**config.mk**
```make
export PLATFORM = sky130hd
export DESIGN_NAME = cus19_regfile_mp
export DESIGN_NICKNAME = d
export VERILOG_FILES = /design/src/rtl/cus19_rf_pkg.sv /design/src/rtl/cus19_rf_scoreboard.sv /design/src/rtl/cus19_regfile_mp.sv
export SDC_FILE = /design/constraint.sdc
export NUM_CORES = 1
export LEC_CHECK = 0
export ABC_AREA = 1
export BUFFER_PORTS_ARGS = -buffer_cell sky130_fd_sc_hd__buf_2
export CAP_MARGIN = 5
export CORE_MARGIN = 8
export CORE_UTILIZATION = 35
export CTS_CLUSTER_SIZE = 14
export DETAILED_ROUTE_END_ITERATION = 8
export SETUP_SLACK_MARGIN = 0.3
export SLEW_MARGIN = 20
export SYNTH_ARGS = -nofsm -noshare
export SYNTH_HDL_FRONTEND = slang
export SYNTH_SLANG_ARGS = --single-unit
```
**constraint.sdc**
```tcl
create_clock -name clk_in -period 6.4 [get_ports clk_in]
set_input_delay 0 -clock clk_in [delete_from_list [all_inputs] [get_ports clk_in]]
set_output_delay 0 -clock clk_in [all_outputs]
set_load 0.03 [all_outputs]
```
**src/rtl/cus19_rf_pkg.sv**
```systemverilog
// Shared widths and address helpers for the CUS19 multi-port register file.
package cus19_rf_pkg;

    localparam int unsigned DefDataWidth    = 8;
    localparam int unsigned DefRegAddrWidth = 4;
    localparam int unsigned DefNumRdPorts   = 2;

    // Widest register address next_addr() can handle.
    localparam int unsigned MaxAddrWidth = 16;

    // Modulo-depth increment: the pair partner of the top register is register 0.
    function automatic logic [MaxAddrWidth-1:0] next_addr(
        input logic [MaxAddrWidth-1:0] base,
        input int unsigned             addr_width
    );
        logic [MaxAddrWidth-1:0] mask;
        mask = MaxAddrWidth'((32'd1 << addr_width) - 32'd1);
        return (base + MaxAddrWidth'(1)) & mask;
    endfunction

endpackage

```
**src/rtl/cus19_rf_scoreboard.sv**
```systemverilog
// Pending-write scoreboard: one busy bit per register, set by reservations and
// cleared by writes, with a registered conflict pulse and per-port busy view.
module cus19_rf_scoreboard
    import cus19_rf_pkg::*;
#(
    parameter int unsigned Reg_Addr_Width = DefRegAddrWidth,
    parameter int unsigned Num_Rd_Ports   = DefNumRdPorts
) (
    input  logic                                   clk_i,
    input  logic                                   rst_i,
    input  logic                                   wr_en_i,
    input  logic                                   wr_pair_i,
    input  logic [Reg_Addr_Width-1:0]              wr_addr_i,
    input  logic                                   rsv_en_i,
    input  logic                                   rsv_pair_i,
    input  logic [Reg_Addr_Width-1:0]              rsv_addr_i,
    input  logic [Num_Rd_Ports*Reg_Addr_Width-1:0] rd_addr_i,
    output logic [Num_Rd_Ports-1:0]                rd_busy_o,
    output logic                                   rsv_conflict_o
);

    localparam int unsigned Depth = 1 << Reg_Addr_Width;

    logic [Depth-1:0]          busy_q, busy_d;
    logic [Depth-1:0]          wr_mask, rsv_mask;
    logic [Reg_Addr_Width-1:0] wr_hi_addr, rsv_hi_addr;
    logic                      conflict_q, conflict_d;

    assign wr_hi_addr  = Reg_Addr_Width'(next_addr(MaxAddrWidth'(wr_addr_i), Reg_Addr_Width));
    assign rsv_hi_addr = Reg_Addr_Width'(next_addr(MaxAddrWidth'(rsv_addr_i), Reg_Addr_Width));

    // Decode the registers touched by this cycle's write and reservation.
    always_comb begin
        wr_mask  = '0;
        rsv_mask = '0;
        if (wr_en_i) begin
            wr_mask[wr_addr_i] = 1'b1;
            if (wr_pair_i) begin
                wr_mask[wr_hi_addr] = 1'b1;
            end
        end
        if (rsv_en_i) begin
            rsv_mask[rsv_addr_i] = 1'b1;
            if (rsv_pair_i) begin
                rsv_mask[rsv_hi_addr] = 1'b1;
            end
        end
    end

    // Set beats clear: a register both written and re-reserved has a new producer pending.
    // A conflict only counts a busy target that this cycle's write is not retiring.
    always_comb begin
        busy_d     = (busy_q & ~wr_mask) | rsv_mask;
        conflict_d = |(rsv_mask & busy_q & ~wr_mask);
    end

    // Busy array and conflict pulse registers.
    always_ff @(posedge clk_i or posedge rst_i) begin
        if (rst_i) begin
            busy_q     <= '0;
            conflict_q <= 1'b0;
        end else begin
            busy_q     <= busy_d;
            conflict_q <= conflict_d;
        end
    end

    assign rsv_conflict_o = conflict_q;

    // A read served by forwarding already has its value, so it is reported not-busy.
    always_comb begin
        rd_busy_o = '0;
        for (int k = 0; k < int'(Num_Rd_Ports); k++) begin
            rd_busy_o[k] = busy_q[rd_addr_i[k*Reg_Addr_Width +: Reg_Addr_Width]]
                         & ~wr_mask[rd_addr_i[k*Reg_Addr_Width +: Reg_Addr_Width]];
        end
    end

endmodule

```
**src/rtl/cus19_regfile_mp.sv**
```systemverilog
// CUS19 integer register file: N combinational read ports with write forwarding,
// single or pair writes, and a pending-write scoreboard.
module cus19_regfile_mp
    import cus19_rf_pkg::*;
#(
    parameter int unsigned Data_Width     = DefDataWidth,
    parameter int unsigned Reg_Addr_Width = DefRegAddrWidth,
    parameter int unsigned Num_Rd_Ports   = DefNumRdPorts
) (
    input  logic                                   clk_in,
    input  logic                                   rst_in,
    input  logic [Num_Rd_Ports*Reg_Addr_Width-1:0] rd_addr_in,
    output logic [Num_Rd_Ports*Data_Width-1:0]     rd_data_out,
    output logic [Num_Rd_Ports-1:0]                rd_busy_out,
    input  logic                                   wr_en_in,
    input  logic                                   wr_pair_in,
    input  logic [Reg_Addr_Width-1:0]              wr_addr_in,
    input  logic [2*Data_Width-1:0]                wr_data_in,
    input  logic                                   rsv_en_in,
    input  logic                                   rsv_pair_in,
    input  logic [Reg_Addr_Width-1:0]              rsv_addr_in,
    output logic                                   rsv_conflict_out
);

    localparam int unsigned Depth = 1 << Reg_Addr_Width;

    logic [Data_Width-1:0]     regs_q [Depth];
    logic [Reg_Addr_Width-1:0] wr_hi_addr;
    logic [Data_Width-1:0]     wr_lo_data, wr_hi_data;

    assign wr_hi_addr = Reg_Addr_Width'(next_addr(MaxAddrWidth'(wr_addr_in), Reg_Addr_Width));
    assign wr_lo_data = wr_data_in[Data_Width-1:0];
    assign wr_hi_data = wr_data_in[2*Data_Width-1:Data_Width];

    // Register storage; every address is writable, there is no hardwired zero.
    always_ff @(posedge clk_in or posedge rst_in) begin
        if (rst_in) begin
            for (int i = 0; i < int'(Depth); i++) begin
                regs_q[i] <= '0;
            end
        end else if (wr_en_in) begin
            regs_q[wr_addr_in] <= wr_lo_data;
            if (wr_pair_in) begin
                regs_q[wr_hi_addr] <= wr_hi_data;
            end
        end
    end

    // Per-port read mux with same-cycle write forwarding.
    for (genvar k = 0; k < int'(Num_Rd_Ports); k++) begin : g_rd_port
        logic [Reg_Addr_Width-1:0] addr;
        logic [Data_Width-1:0]     data;

        assign addr = rd_addr_in[k*Reg_Addr_Width +: Reg_Addr_Width];

        // Forward the low half on a base hit, the high half on a pair partner hit.
        always_comb begin
            data = regs_q[addr];
            if (wr_en_in && (addr == wr_addr_in)) begin
                data = wr_lo_data;
            end else if (wr_en_in && wr_pair_in && (addr == wr_hi_addr)) begin
                data = wr_hi_data;
            end
        end

        assign rd_data_out[k*Data_Width +: Data_Width] = data;
    end

    cus19_rf_scoreboard #(
        .Reg_Addr_Width (Reg_Addr_Width),
        .Num_Rd_Ports   (Num_Rd_Ports)
    ) u_scoreboard (
        .clk_i          (clk_in),
        .rst_i          (rst_in),
        .wr_en_i        (wr_en_in),
        .wr_pair_i      (wr_pair_in),
        .wr_addr_i      (wr_addr_in),
        .rsv_en_i       (rsv_en_in),
        .rsv_pair_i     (rsv_pair_in),
        .rsv_addr_i     (rsv_addr_in),
        .rd_addr_i      (rd_addr_in),
        .rd_busy_o      (rd_busy_out),
        .rsv_conflict_o (rsv_conflict_out)
    );

endmodule

```
==> impl_metrics.yaml <==
run_status:
  outcome: "finished, final reports clean"
logic_synthesis:
  seq_area_frac_synth: 0.326
  synth_cell_type_count: 45
  ys_top_cells_by_area: "dfrtp_1 (33%), nand2_1 (14%), o21ai_0 (13%)"
  mappedNetlistArea_sq_um: 11100
  synth_cells: 1641
  synth_top_area_cell: "dfrtp_1"
  synth_warnings: 0
  syn_nets: 1686
  avgSynthCellArea_sq_um: 6.78
  ys_ff_latch: 145
  synth_top_area_frac: 0.326
floorplanning:
  io-pin-count: 57
  fp.dieW_um: 194
  initial_core_util: 0.354
  core_sq_um: 31400
  row_count: 65
  die_area_sq_um: 37700
  die_h_um: 194
routing:
  first_pass_iters: 6
  vias: 11800
  viasPerCell: 5.83
  drtAntennaViolNets: 0
  routed_wirelength_um: 44700
  drt_iter0_markers: 1664
  drc: 0
  routedWlPerCell_um: 22.1
worst_setup_path:
  worst_path_dominant_cell_family: "buffers and inverters"
  rr_endpoint: "u_scoreboard.rsv_conflict_o$_DFF_PP0_"
  slowest_stage: "buf_4"
  cp.arrival_ns: 2.76
  critical_path_cell_count: 10
  worst_setup_path_start_kind: "primary input"
  path_cells: "buf_4, buf_4, xor2_1, nor4_1, nand2_1, inv_1, a21oi_1, o21ai_0, o21ai_0, buf_2"
  endpoint_kind: "primary output"
  max_stage_delay_ns: 0.65
  reg2reg_depth: 6
  cp-startpoint: "rd_addr_in[0]"
  worstPathMaxFanout: 70
  r2r-start: "u_scoreboard.busy_q[11]$_DFF_PP0_"
  worstPathRequired_ns: 6.40
  cp.buffers_inverters: 4
  worstSetupPathType: "primary input to primary output"
  critPathCapture: "rd_data_out[2]"
  reg2reg_slack_ns: 5.34
sta:
  relSlewSlack: 0.326
  finalMaxSlewViolations: 0
  finalSetupTns_ns: 0
  setup_viol: 0
  fin_crit_ns: 2.76
  rsz0062_at_grt: "no"
  whs_ns: 0.0718
  hold_viol_final: 0
  clock.fmax_mhz: 363
  period_share: 0.431
  finClkSkew_ns: 0.0136
  tightest_slew_ns: 1.01
min_path:
  hold_path_class: "primary input to flip-flop"
clock_tree:
  cts.sinks: 145
  clkLatencyLatePin_ns: 0.45
  cts_tree: "yes"
  htreeDepth: 4
  clkTransAtPathRegs_ns: 0.07
  cts.path.max_buffers: 2
  cts_buffers: 17
  root_buffer: "clkbuf_16"
finish:
  area_growth_pct: 8.18
  final_nets: 1650
  drive_gt1_frac: 0.101
placement:
  dp_hpwl_um: 28900
  numPortBuffers: 56
  gp_congestion: 0.936
pwr:
  p_per_area_nw_per_um2: 274
  p_leak_nw: 5.73
  peakVddDrop_uv: 194
job:
  maxCapViolCount: 0
global_route:
  grt_pass1_vias: 10800
  grt_max_degree: 87
  overflow: 0
  grt_usage: 0.231
  antenna_found_initial: 0
  grt_pass1_wl_um: 67600
==> sequential cells by signal, summed over array words and instances, names as in the netlist <==
signal and cells:
regs_q 128, u_scoreboard.busy_q 16, u_scoreboard.rsv_conflict_o 1
==> per-stage QoR <==
stage / util / worst slack (ns) / instances / power (mW) / area (sq um)
floorplan: - / 2.51 / 1641 / 1.93 / 11100
global placement: 0.363 / 3.77 / 1983 / 2.21 / 11400
detailed placement: 0.363 / 3.75 / 1983 / 2.23 / 11400
CTS: 0.383 / 3.74 / 2020 / 3.27 / 12000
global route: 0.383 / 3.44 / 2020 / 3.45 / 12000
finish: 0.383 / 3.64 / 2021 / 3.29 / 12000
==> synthesized netlist by cell type <==
library cell  count
mux2_4            3
a32oi_1           1
o21ai_0         280
clkbuf_2          1
o21bai_1          1
nor2_4            1
xor2_1            6
a21oi_1         133
nand3b_1          1
o221ai_1          3
inv_2            11
a21oi_4           1
buf_1            16
ha_1              7
o21ai_2           1
mux2_2           10
mux2_1           35
buf_4             8
nand2_1         418
nand3_1         119
nand3_4          11
nand2_2          16
o22ai_1           7
clkinv_1          4
nor3_1            4
a21o_1            3
nor3_4            2
buf_6             7
clkbuf_1         70
inv_1           129
xnor2_1           2
o211ai_1         30
buf_12            1
buf_2            23
nand2_4           2
nor2_8            1
nor2_1           42
dfrtp_1         145
inv_6             1
nand4_2           1
o21ai_1          66
nand3_2           2
nor4_1            2
nand4_1          13
nand2_8           1
==> worst min path at each step <==
stage / depth (start not counted) / endpoint / from
global placement: 2 / regs_q[30]$_DFFE_PP0P_ / rst_in
global route: 4 / u_scoreboard.busy_q[13]$_DFF_PP0_ / rsv_addr_in[1]
finish: 4 / u_scoreboard.busy_q[13]$_DFF_PP0_ / rsv_addr_in[1]
floorplan: 2 / u_scoreboard.busy_q[12]$_DFF_PP0_ / rsv_en_in
detailed placement: 2 / regs_q[30]$_DFFE_PP0P_ / rst_in
CTS: 5 / u_scoreboard.busy_q[4]$_DFF_PP0_ / rsv_addr_in[0]
==> logic make-up (layout without fill, tap and decap cells) <==
logic type,count (synthesis),count (layout),synth area share
AO/OA/AOI/OAI,526,526,0.248
XOR/XNOR,8,8,0.00630
adder cells (fa/ha/maj),7,7,0.00788
buffers and inverters,271,248,0.104
flip-flops,145,145,0.326
multiplexers,48,48,0.0496
other,0,1,0
AND/OR/NAND/NOR,636,636,0.259
==> metal layers <==
metal	vias to the layer above	part of all wire	GRT usage
li1	5430	-	-
met1	5458	0.43	0.313
met2	739	0.42	0.336
met3	148	0.11	0.0639
met4	0	0.047	0.111
met5	-	0	0
==> report_power, final <==
group	internal, mW	total (mW)	leakage, nW	switching [mW]
clock network	0.593	1.04	0.273	0.446
registers	1.15	1.31	1.77	0.159
logic	0.307	0.942	3.69	0.635
total	2.05	3.29	5.73	1.24
==> worst min-delay path: stages <==
cell,delay (ns)
buf_2,0.11
inv_1,0.06
nand2_1,0.20
o22ai_1,0.11
==> cell type report <==
class / count / area (sq um)
multi-input cells: 1225 / 6340
flip-flops and latches: 145 / 3630
clock inverters: 13 / 138
inverters: 145 / 554
diodes: 1 / 2.50
well taps: 402 / 503
fillers: 3320 / 19400
repair buffers: 71 / 410
clock buffers: 19 / 453
==> cells in the final DEF, fill, tap and decap left out, types with 3 or more instances in the layout <==
cell type	n
clkbuf_16	17
a21oi_1	133
mux2_4	3
o21ai_1	66
buf_2	54
mux2_1	35
inv_1	128
inv_2	11
clkinv_1	4
dlygate4sd3_1	5
nor2_1	42
clkinvlp_4	6
nand2_2	16
mux2_2	10
nand3_1	119
dfrtp_1	145
nor3_1	4
o211ai_1	30
ha_1	7
o221ai_1	3
buf_4	12
a21o_1	3
nand4_1	13
o21ai_0	280
nand3_4	11
o22ai_1	7
nand2_1	418
xor2_1	6
clkinv_2	3
==> repair_timing <==
action                                  CTS  global route
endpoints found under the hold margin    95             0
endpoints found under the setup margin    0             0
hold buffers                              5             0
buffers inserted                          0             0
resized for setup                         0             0
Power figures use the tool's default switching activity.
